[config.mk]
export PLATFORM = sky130hd
export DESIGN_NAME = st7789_fill_rect
export DESIGN_NICKNAME = d
export VERILOG_FILES = /design/src/rtl/st7789_pkg.sv /design/src/rtl/st7789_fill_rect.sv
export SDC_FILE = /design/constraint.sdc
export NUM_CORES = 1
export LEC_CHECK = 0
export BUFFER_PORTS_ARGS = -buffer_cell sky130_fd_sc_hd__buf_2
export CAP_MARGIN = 10
export CORE_MARGIN = 3
export CORE_UTILIZATION = 55
export DETAILED_ROUTE_END_ITERATION = 10
export GPL_TIMING_DRIVEN = 0
export PLACE_DENSITY = 0.78
export RECOVER_POWER = 50
export SYNTH_ARGS = -nofsm -noshare
export SYNTH_HDL_FRONTEND = slang
export SYNTH_SLANG_ARGS = --single-unit
[constraint.sdc]
create_clock -name CLK -period 2.7 [get_ports CLK]
set_input_delay 0.54 -clock CLK [delete_from_list [all_inputs] [get_ports CLK]]
set_output_delay 0.54 -clock CLK [all_outputs]
set_load 0.03 [all_outputs]
[src/rtl/st7789_pkg.sv]
// ST7789 command constants, fill-engine state encoding
// and RGB888 to RGB565 packing shared by the fill path.
package st7789_pkg;

   localparam logic [7:0] CASET = 8'h2A;
   localparam logic [7:0] RASET = 8'h2B;
   localparam logic [7:0] RAMWR = 8'h2C;

   typedef enum logic [2:0] {
      IDLE,
      CASET_C,
      CASET_D,
      RASET_C,
      RASET_D,
      RAMWR_C,
      PIX_HI,
      PIX_LO
   } state_t;

   function automatic logic [15:0] rgb565(
      input logic [7:0] r,
      input logic [7:0] g,
      input logic [7:0] b
   );
      return {r[7:3], g[7:2], b[7:3]};
   endfunction

endpackage

[src/rtl/st7789_fill_rect.sv]
// Turns one rectangle fill command into the ST7789 byte stream:
// CASET, RASET, RAMWR, then N copies of the packed RGB565 colour.
module st7789_fill_rect
   import st7789_pkg::*;
#(
   parameter int H_RES = 240,
   parameter int V_RES = 320
) (
   input  logic       CLK,
   input  logic       RESETN,
   input  logic [8:0] CMD_X0,
   input  logic [8:0] CMD_X1,
   input  logic [8:0] CMD_Y0,
   input  logic [8:0] CMD_Y1,
   input  logic [7:0] COMPONENT_R,
   input  logic [7:0] COMPONENT_G,
   input  logic [7:0] COMPONENT_B,
   input  logic       CMD_VALID,
   output logic       CMD_READY,
   output logic       DONE,
   output logic       ERR,
   output logic [7:0] M_AXIS_TDATA,
   output logic       M_AXIS_TKEEP,
   output logic       M_AXIS_TUSER,
   output logic       M_AXIS_TVALID,
   output logic       M_AXIS_TLAST,
   input  logic       M_AXIS_TREADY
);

   localparam logic [9:0] H_LIM = 10'(H_RES);
   localparam logic [9:0] V_LIM = 10'(V_RES);

   state_t      state, state_n;
   logic [1:0]  idx, idx_n;
   logic [16:0] cnt, cnt_n;
   logic [8:0]  x0, x1, y0, y1;
   logic [8:0]  x0_n, x1_n, y0_n, y1_n;
   logic [15:0] pix, pix_n;
   logic        rdy;
   logic        tvalid, tvalid_n;
   logic [7:0]  tdata, tdata_n;
   logic        tuser, tuser_n;
   logic        tlast, tlast_n;
   logic        done, done_n;
   logic        err, err_n;

   logic        accept, hs, bad, ob_load;
   logic [16:0] w_in, h_in, n_in;

   function automatic logic [7:0] coord_byte(
      input logic [8:0] a,
      input logic [8:0] b,
      input logic [1:0] i
   );
      case (i)
         2'd0:    return {7'd0, a[8]};
         2'd1:    return a[7:0];
         2'd2:    return {7'd0, b[8]};
         default: return b[7:0];
      endcase
   endfunction

   assign CMD_READY     = rdy && (state == IDLE);
   assign accept        = CMD_VALID && CMD_READY;
   assign hs            = tvalid && M_AXIS_TREADY;
   assign M_AXIS_TVALID = tvalid;
   assign M_AXIS_TDATA  = tdata;
   assign M_AXIS_TUSER  = tuser;
   assign M_AXIS_TLAST  = tlast;
   assign M_AXIS_TKEEP  = 1'b1;
   assign DONE          = done;
   assign ERR           = err;

   assign bad = (CMD_X0 > CMD_X1) || (CMD_Y0 > CMD_Y1)
             || ({1'b0, CMD_X1} >= H_LIM)
             || ({1'b0, CMD_Y1} >= V_LIM);

   // Only meaningful for accepted, in-range commands
   assign w_in = {8'd0, CMD_X1 - CMD_X0} + 17'd1;
   assign h_in = {8'd0, CMD_Y1 - CMD_Y0} + 17'd1;
   assign n_in = w_in * h_in;

   always_comb begin
      state_n  = state;
      idx_n    = idx;
      cnt_n    = cnt;
      x0_n     = x0;
      x1_n     = x1;
      y0_n     = y0;
      y1_n     = y1;
      pix_n    = pix;
      tvalid_n = tvalid;
      tdata_n  = tdata;
      tuser_n  = tuser;
      tlast_n  = tlast;
      done_n   = 1'b0;
      err_n    = 1'b0;
      ob_load  = 1'b0;

      if (accept) begin
         x0_n  = CMD_X0;
         x1_n  = CMD_X1;
         y0_n  = CMD_Y0;
         y1_n  = CMD_Y1;
         pix_n = rgb565(COMPONENT_R, COMPONENT_G, COMPONENT_B);
         cnt_n = n_in;
         if (bad) begin
            err_n = 1'b1;
         end else begin
            state_n  = CASET_C;
            idx_n    = 2'd0;
            tvalid_n = 1'b1;
            tdata_n  = CASET;
            tuser_n  = 1'b1;
            tlast_n  = 1'b0;
         end
      end else if (hs) begin
         ob_load = 1'b1;
         case (state)
            CASET_C: begin
               state_n = CASET_D;
               idx_n   = 2'd0;
            end
            CASET_D: begin
               if (idx == 2'd3) state_n = RASET_C;
               else             idx_n   = idx + 2'd1;
            end
            RASET_C: begin
               state_n = RASET_D;
               idx_n   = 2'd0;
            end
            RASET_D: begin
               if (idx == 2'd3) state_n = RAMWR_C;
               else             idx_n   = idx + 2'd1;
            end
            RAMWR_C: state_n = PIX_HI;
            PIX_HI:  state_n = PIX_LO;
            PIX_LO: begin
               cnt_n = cnt - 17'd1;
               if (cnt == 17'd1) begin
                  state_n = IDLE;
                  done_n  = 1'b1;
               end else begin
                  state_n = PIX_HI;
               end
            end
            default: state_n = IDLE;
         endcase
      end

      // Next byte is chosen from the state being entered
      if (ob_load) begin
         tvalid_n = 1'b1;
         tdata_n  = 8'h00;
         tuser_n  = 1'b0;
         tlast_n  = 1'b0;
         case (state_n)
            CASET_C: begin
               tdata_n = CASET;
               tuser_n = 1'b1;
            end
            CASET_D: begin
               tdata_n = coord_byte(x0, x1, idx_n);
               tlast_n = (idx_n == 2'd3);
            end
            RASET_C: begin
               tdata_n = RASET;
               tuser_n = 1'b1;
            end
            RASET_D: begin
               tdata_n = coord_byte(y0, y1, idx_n);
               tlast_n = (idx_n == 2'd3);
            end
            RAMWR_C: begin
               tdata_n = RAMWR;
               tuser_n = 1'b1;
            end
            PIX_HI: tdata_n = pix[15:8];
            PIX_LO: begin
               tdata_n = pix[7:0];
               tlast_n = (cnt_n == 17'd1);
            end
            default: tvalid_n = 1'b0;
         endcase
      end
   end

   always_ff @(posedge CLK or negedge RESETN) begin
      if (!RESETN) begin
         state  <= IDLE;
         idx    <= 2'd0;
         cnt    <= 17'd0;
         x0     <= 9'd0;
         x1     <= 9'd0;
         y0     <= 9'd0;
         y1     <= 9'd0;
         pix    <= 16'd0;
         rdy    <= 1'b0;
         tvalid <= 1'b0;
         tdata  <= 8'd0;
         tuser  <= 1'b0;
         tlast  <= 1'b0;
         done   <= 1'b0;
         err    <= 1'b0;
      end else begin
         state  <= state_n;
         idx    <= idx_n;
         cnt    <= cnt_n;
         x0     <= x0_n;
         x1     <= x1_n;
         y0     <= y0_n;
         y1     <= y1_n;
         pix    <= pix_n;
         rdy    <= 1'b1;
         tvalid <= tvalid_n;
         tdata  <= tdata_n;
         tuser  <= tuser_n;
         tlast  <= tlast_n;
         done   <= done_n;
         err    <= err_n;
      end
   end

endmodule

* Yosys cells after proc, flatten, opt, wreduce, memory -nomap -nowiden
Cells that the tools add are included.
W data, S select, Z words.
** Storage, ports and cells
- Flip-flop bits (word level) :: 88
- Latch bits :: 0
- Memory bits (writable) :: 0
- Memory bits (read-only) :: 0
- Bits of input ports :: 64
- Output and inout port bits :: 15
- Logic and storage cells :: 101
- Memories kept :: 0
** Cells by class
- $add $sub $neg :: 6
- $mul :: 1
- Divide/modulo/power cells :: 0
- Magnitude comparators :: 4
- Equal/unequal tests :: 21
- Shift-type cells :: 0
- Multiplexer cells :: 39
- Bitwise gates (word level) :: 0
- Reduce and logical (&&, ||, !) cells :: 15
** Operators by type and width (count)
- $pmux W8 S7 :: 1
- $mux W17 :: 3
- $pmux W8 S3 :: 2
- $eq A17 B1 Y1 const B :: 2
- $eq A3 B3 Y1 const B :: 8
- $mux W8 :: 3
- $pmux W3 S7 :: 1
- $add A9 B1 Y10 const B :: 2
- $gt A9 B9 Y1 :: 2
- $mux W3 :: 6
- $sub A9 B9 Y9 :: 2
- $mul A10 B10 Y17 :: 1
- $mux W1 :: 17
- $sub A17 B1 Y17 const B :: 1
- $eq A3 B2 Y1 const B :: 4
- $ge A9 B8 Y1 const B :: 1
- $ge A9 B9 Y1 const B :: 1
- $mux W2 :: 4
- $reduce_or A7 Y1 :: 1
- $eq A2 B2 Y1 const B :: 3
- $eq A3 B1 Y1 const B :: 2
- $reduce_or A2 Y1 :: 3
- $pmux W2 S2 :: 1
- $logic_and A1 B1 Y1 :: 3
- other kinds (10) :: 12

* Logic depth before layout (Yosys ltp)
- Depth after elaboration :: 10
- Depth in mapped cells :: 31
- Gate-level depth less buffers :: 31

* Worst setup path after synthesis
No wires, ideal clock.
- Kind :: input-to-reg
- Start :: in CMD_Y0[3]
- End :: reg cnt[16]
- Setup time :: 0.144 ns
- Arrival time :: 7.228 ns
- Data required time :: 2.556 ns
- Setup slack :: -4.672 ns
- Cell stages on the path :: 25
- Path buffers :: 1
- Cell sequence :: inv_1 -> ha_1 -> a21oi_2 -> nor2b_1 -> or4_4 -> a221o_1 -> or4_1 -> buf_2 -> or3_2 -> fa_1 -> fa_1 -> inv_1 -> fa_1 -> fa_1 -> inv_1 -> fa_1 -> inv_1 -> ha_1 -> and3_1 -> nand3_1 -> nand4_1 -> a41oi_1 -> or4_1 -> a22oi_1 -> a2111oi_2
** Between the ends
- Longest elaborated chain between the ends :: 4
** RTL lines
- start, declared :: line st7789_fill_rect.sv:13 : input logic [8:0] CMD_Y0,
- $sub A9 B9 Y9 :: line st7789_fill_rect.sv:80 : assign h_in = {8'd0, CMD_Y1 - CMD_Y0} + 17'd1;
- $add A9 B1 Y10 :: line st7789_fill_rect.sv:80
- $mul A10 B10 Y17 :: line st7789_fill_rect.sv:81 : assign n_in = w_in * h_in;
- $mux W17 :: line st7789_fill_rect.sv:100 : if (accept) begin
- named net cnt_n[16] :: line st7789_fill_rect.sv:35 : logic [16:0] cnt, cnt_n;
- end signal, assigned :: line st7789_fill_rect.sv:208 : cnt <= cnt_n;
- end, declared :: line st7789_fill_rect.sv:35
The timed path passes the listed nets, and every way through them passes these cells.
A chain may end at the register's enable or synchronous reset.

* Worst setup path in the final report
- Start :: in CMD_Y1[0]
- End :: reg cnt[16]
** Between the ends
- Longest elaborated chain between the ends :: 4
** RTL lines
- start, declared :: line st7789_fill_rect.sv:14 : input logic [8:0] CMD_Y1,
- $sub A9 B9 Y9 :: line st7789_fill_rect.sv:80
- $add A9 B1 Y10 :: line st7789_fill_rect.sv:80
- $mul A10 B10 Y17 :: line st7789_fill_rect.sv:81
- $mux W17 :: line st7789_fill_rect.sv:100
- named net cnt_n[16] :: line st7789_fill_rect.sv:35
The timed path passes the listed nets, and every way through them passes these cells.

==> reports/qor.txt <==
Status - finished with violations
Failing checks - max-capacitance violations, max-slew violations, negative setup slack
Largest net degree at the start of global routing - 59
Synth cell types - 74
Post-Syn Area - 8260 um2
Setup TNS - -53.31 ns
Critical path class - in2reg
Final Hold Viols - 0
HPWL after DPL - 16900 um
Routed WL per cell - 20.6 um
Fmax - 0.145 GHz
Share of layout cells above drive strength 1 - 35.1%
Site Rows - 44
# clock sinks - 88
Min cycle time layout - 6.91 ns
DIE AREA - 16500 um2
Worst slew margin - -18.5%
Critical Path Fanout Max - 5
Syn-to-layout area delta - 37.0%
Setup-failing EPs final - 25
Tot GR Track Use - 29.8%
Antenna diode count - 0
Number of routed nets with antenna violations - 0
Pins Over Slew Limit - 32
IO buf count - 69
Worst Hold Class - in2reg
Via count - 8026
CTS buffer count - 9
Die width - 129 um
Initial antenna violation count - 0
Clock Latency Late Sink - 0.34 ns
H-tree Lvls - 3
Vias in the first global route - 7742
TritonCTS clock tree - done
Fin crit share - 256%
Ys async rst share - 100%
Ys flop type - dfrtp_1
Register area share after synthesis - 26.7%
Height of the die - 129 um
Routability cong. - 0.896
Clock transition at the registers of the reported paths - 0.07 ns
DR pass1 iterations - 5
Mapped Cells - 957
Nets - 1298
Critical Path AT - 7.11 ns
Critical Path RT - 2.90 ns
Average cell area after synthesis - 8.63 um2
Remaining global-route overflow - 0
Initial Utilization - 56.6%
Worst Skew - 0.00976 ns
RSZ-0062 raised after global routing - true
Final WS setup - -4.21 ns
CTS Buffer Depth - 2
Number of DRC markers in iteration 0 - 835
Seq cells post-synth - 88
I/O Pins - 79
Clk root buf - clkbuf_16
CP Launch Type - input port
DRC violations left - 0
Endpoint type of the worst setup path - register
Fin util - 77.6%
Synth Warn # - 0
Vias per std cell - 6.18
Core area - 14600 um2
First-pass GRT wire length - 39200 um
CTS Hold Buffers Added - 0
Hold slack - 0.387 ns
DRT Wirelength - 26800 um
Max_cap viols - 1
Worst-Margin Slew - 1.78 ns
Number of synthesized flops with an enable pin - 0
==> layout make-up <==
| cell class | count | area, um2 |
|---|---|---|
| clock inverter | 6 | 48.8 |
| multi-input combinational | 741 | 6930 |
| clock buffer | 10 | 239 |
| inverter | 96 | 408 |
| tap | 184 | 230 |
| fill | 861 | 3270 |
| sequential | 88 | 2200 |
| timing repair buffer | 146 | 1090 |
| buffer | 27 | 168 |
==> worst paths after layout <==
check | from | to | slack (ns) | cells past startpoint
max in group asynchronous | RESETN | x1[4] | 0.30 | 2
min in group asynchronous | RESETN | DONE | 0.67 | 1
worst max register to register | state[2] | M_AXIS_TLAST | -0.46 | 9
worst max-delay path | CMD_Y1[0] | cnt[16] | -4.21 | 26
worst min register to register | y1[3] | y1[3] | 0.47 | 2
worst min-delay path | COMPONENT_G[7] | pix[10] | 0.39 | 3
==> flip-flops by register name, indices dropped and copies added, names as in the netlist, 2 cells and up <==
signal and cells:
y1 9, idx 2, M_AXIS_TDATA 8, pix 16
cnt 17, state 3, x0 9, x1 9
y0 9
==> synthesized netlist by cell type, types with 3 or more instances <==
master     instances  share of area [%]
o21a_1             7               0.64
o211ai_1           5               0.45
nand2_1          194                8.8
nand4_1            8               0.61
dfrtp_1           88                 27
or4_1              8               0.73
nor4_1             8               0.61
clkbuf_1          25                1.1
mux2i_1           15                1.8
and3_1            11               0.83
or2_1              5               0.38
a2bb2oi_1          3               0.32
a221o_1            4               0.48
a21oi_1           21                1.3
a21o_1             5               0.45
o22ai_1            7               0.53
buf_1              4               0.18
fa_1              62                 15
nand2b_1           7               0.53
o221ai_1           4               0.42
xor2_1            27                2.9
o21ai_0           41                2.5
nor2_1            74                3.4
nor3_1            19                1.2
and2_1             8               0.61
ha_1              63                9.5
or3_1              4               0.30
xnor2_1           29                3.1
a31oi_1            6               0.45
a22oi_1            3               0.27
nor2b_1            5               0.38
or2_2              8               0.61
nand3_1           21                1.3
mux2_2            10                1.4
inv_1             94                4.3
==> critical path, stage by stage <==
cell       delay, ns
buf_8           0.11
inv_12          0.05
ha_4            0.17
fa_2            0.28
nor2b_4         0.06
o221a_4         0.23
o31a_1          0.32
a221o_1         0.31
or4_4           0.48
or3_4           0.35
fa_1            0.49
fa_1            0.53
inv_1           0.05
fa_1            0.46
fa_1            0.53
inv_1           0.05
fa_1            0.51
inv_2           0.05
ha_4            0.26
and3_4          0.17
nand3_2         0.08
nand4_1         0.14
a41oi_2         0.18
or4_4           0.46
a22oi_2         0.18
a2111oi_4       0.05
==> cell usage in the layout (no fill, tap or decap), drive strengths merged, types with 13 or more instances in the layout <==
cell    Yosys  layout
xor2       29      29
nand2     194     194
nor2       74      74
inv        95      98
o21ai      43      43
fa         62      62
dfrtp      88      88
or2        13      13
clkbuf     25      34
a21oi      22      22
nand3      21      21
buf         8     149
nor3       19      19
xnor2      29      29
ha         63      63
mux2i      15      15
==> layer usage <==
layer	GRT usage (%)	share of wire, %
met5	0	0
met1	40.8	38
met4	9.26	4.0
met2	48.8	49
met3	5.40	9.9
==> logic make-up (layout without fill, tap and decap cells) <==
logic type | count (synthesis) | after routing | share of synthesized area, %
adder cells (fa/ha/maj) | 125 | 125 | 24.6
flip-flops | 88 | 88 | 26.7
AND/OR/NAND/NOR | 395 | 395 | 22.1
other | 1 | 2 | 0.0454
multiplexers | 25 | 25 | 3.18
XOR/XNOR | 58 | 58 | 6.33
AO/OA/AOI/OAI | 136 | 136 | 11.1
buffers and inverters | 129 | 285 | 5.98
==> repair_timing <==
item,CTS,global route
gates cloned,2,1
pin swaps,56,50
buffers inserted,45,31
gates resized for setup,163,71
endpoints found under the setup margin,65,56
==> per-stage QoR <==
step           std cells  cell area [um2]  setup slack, ns
2_1_floorplan        958             8790            -4.13
3_3_place_gp        1211             9370            -4.64
3_5_place_dp        1212             9400            -4.73
4_1_cts             1272            10800            -4.02
5_1_grt             1298            11300            -4.38
6_report            1298            11300            -4.21
Power is left out: the tool's default activity adds up to more than one toggle a clock period on the data nets, which glitch-free logic cannot reach.
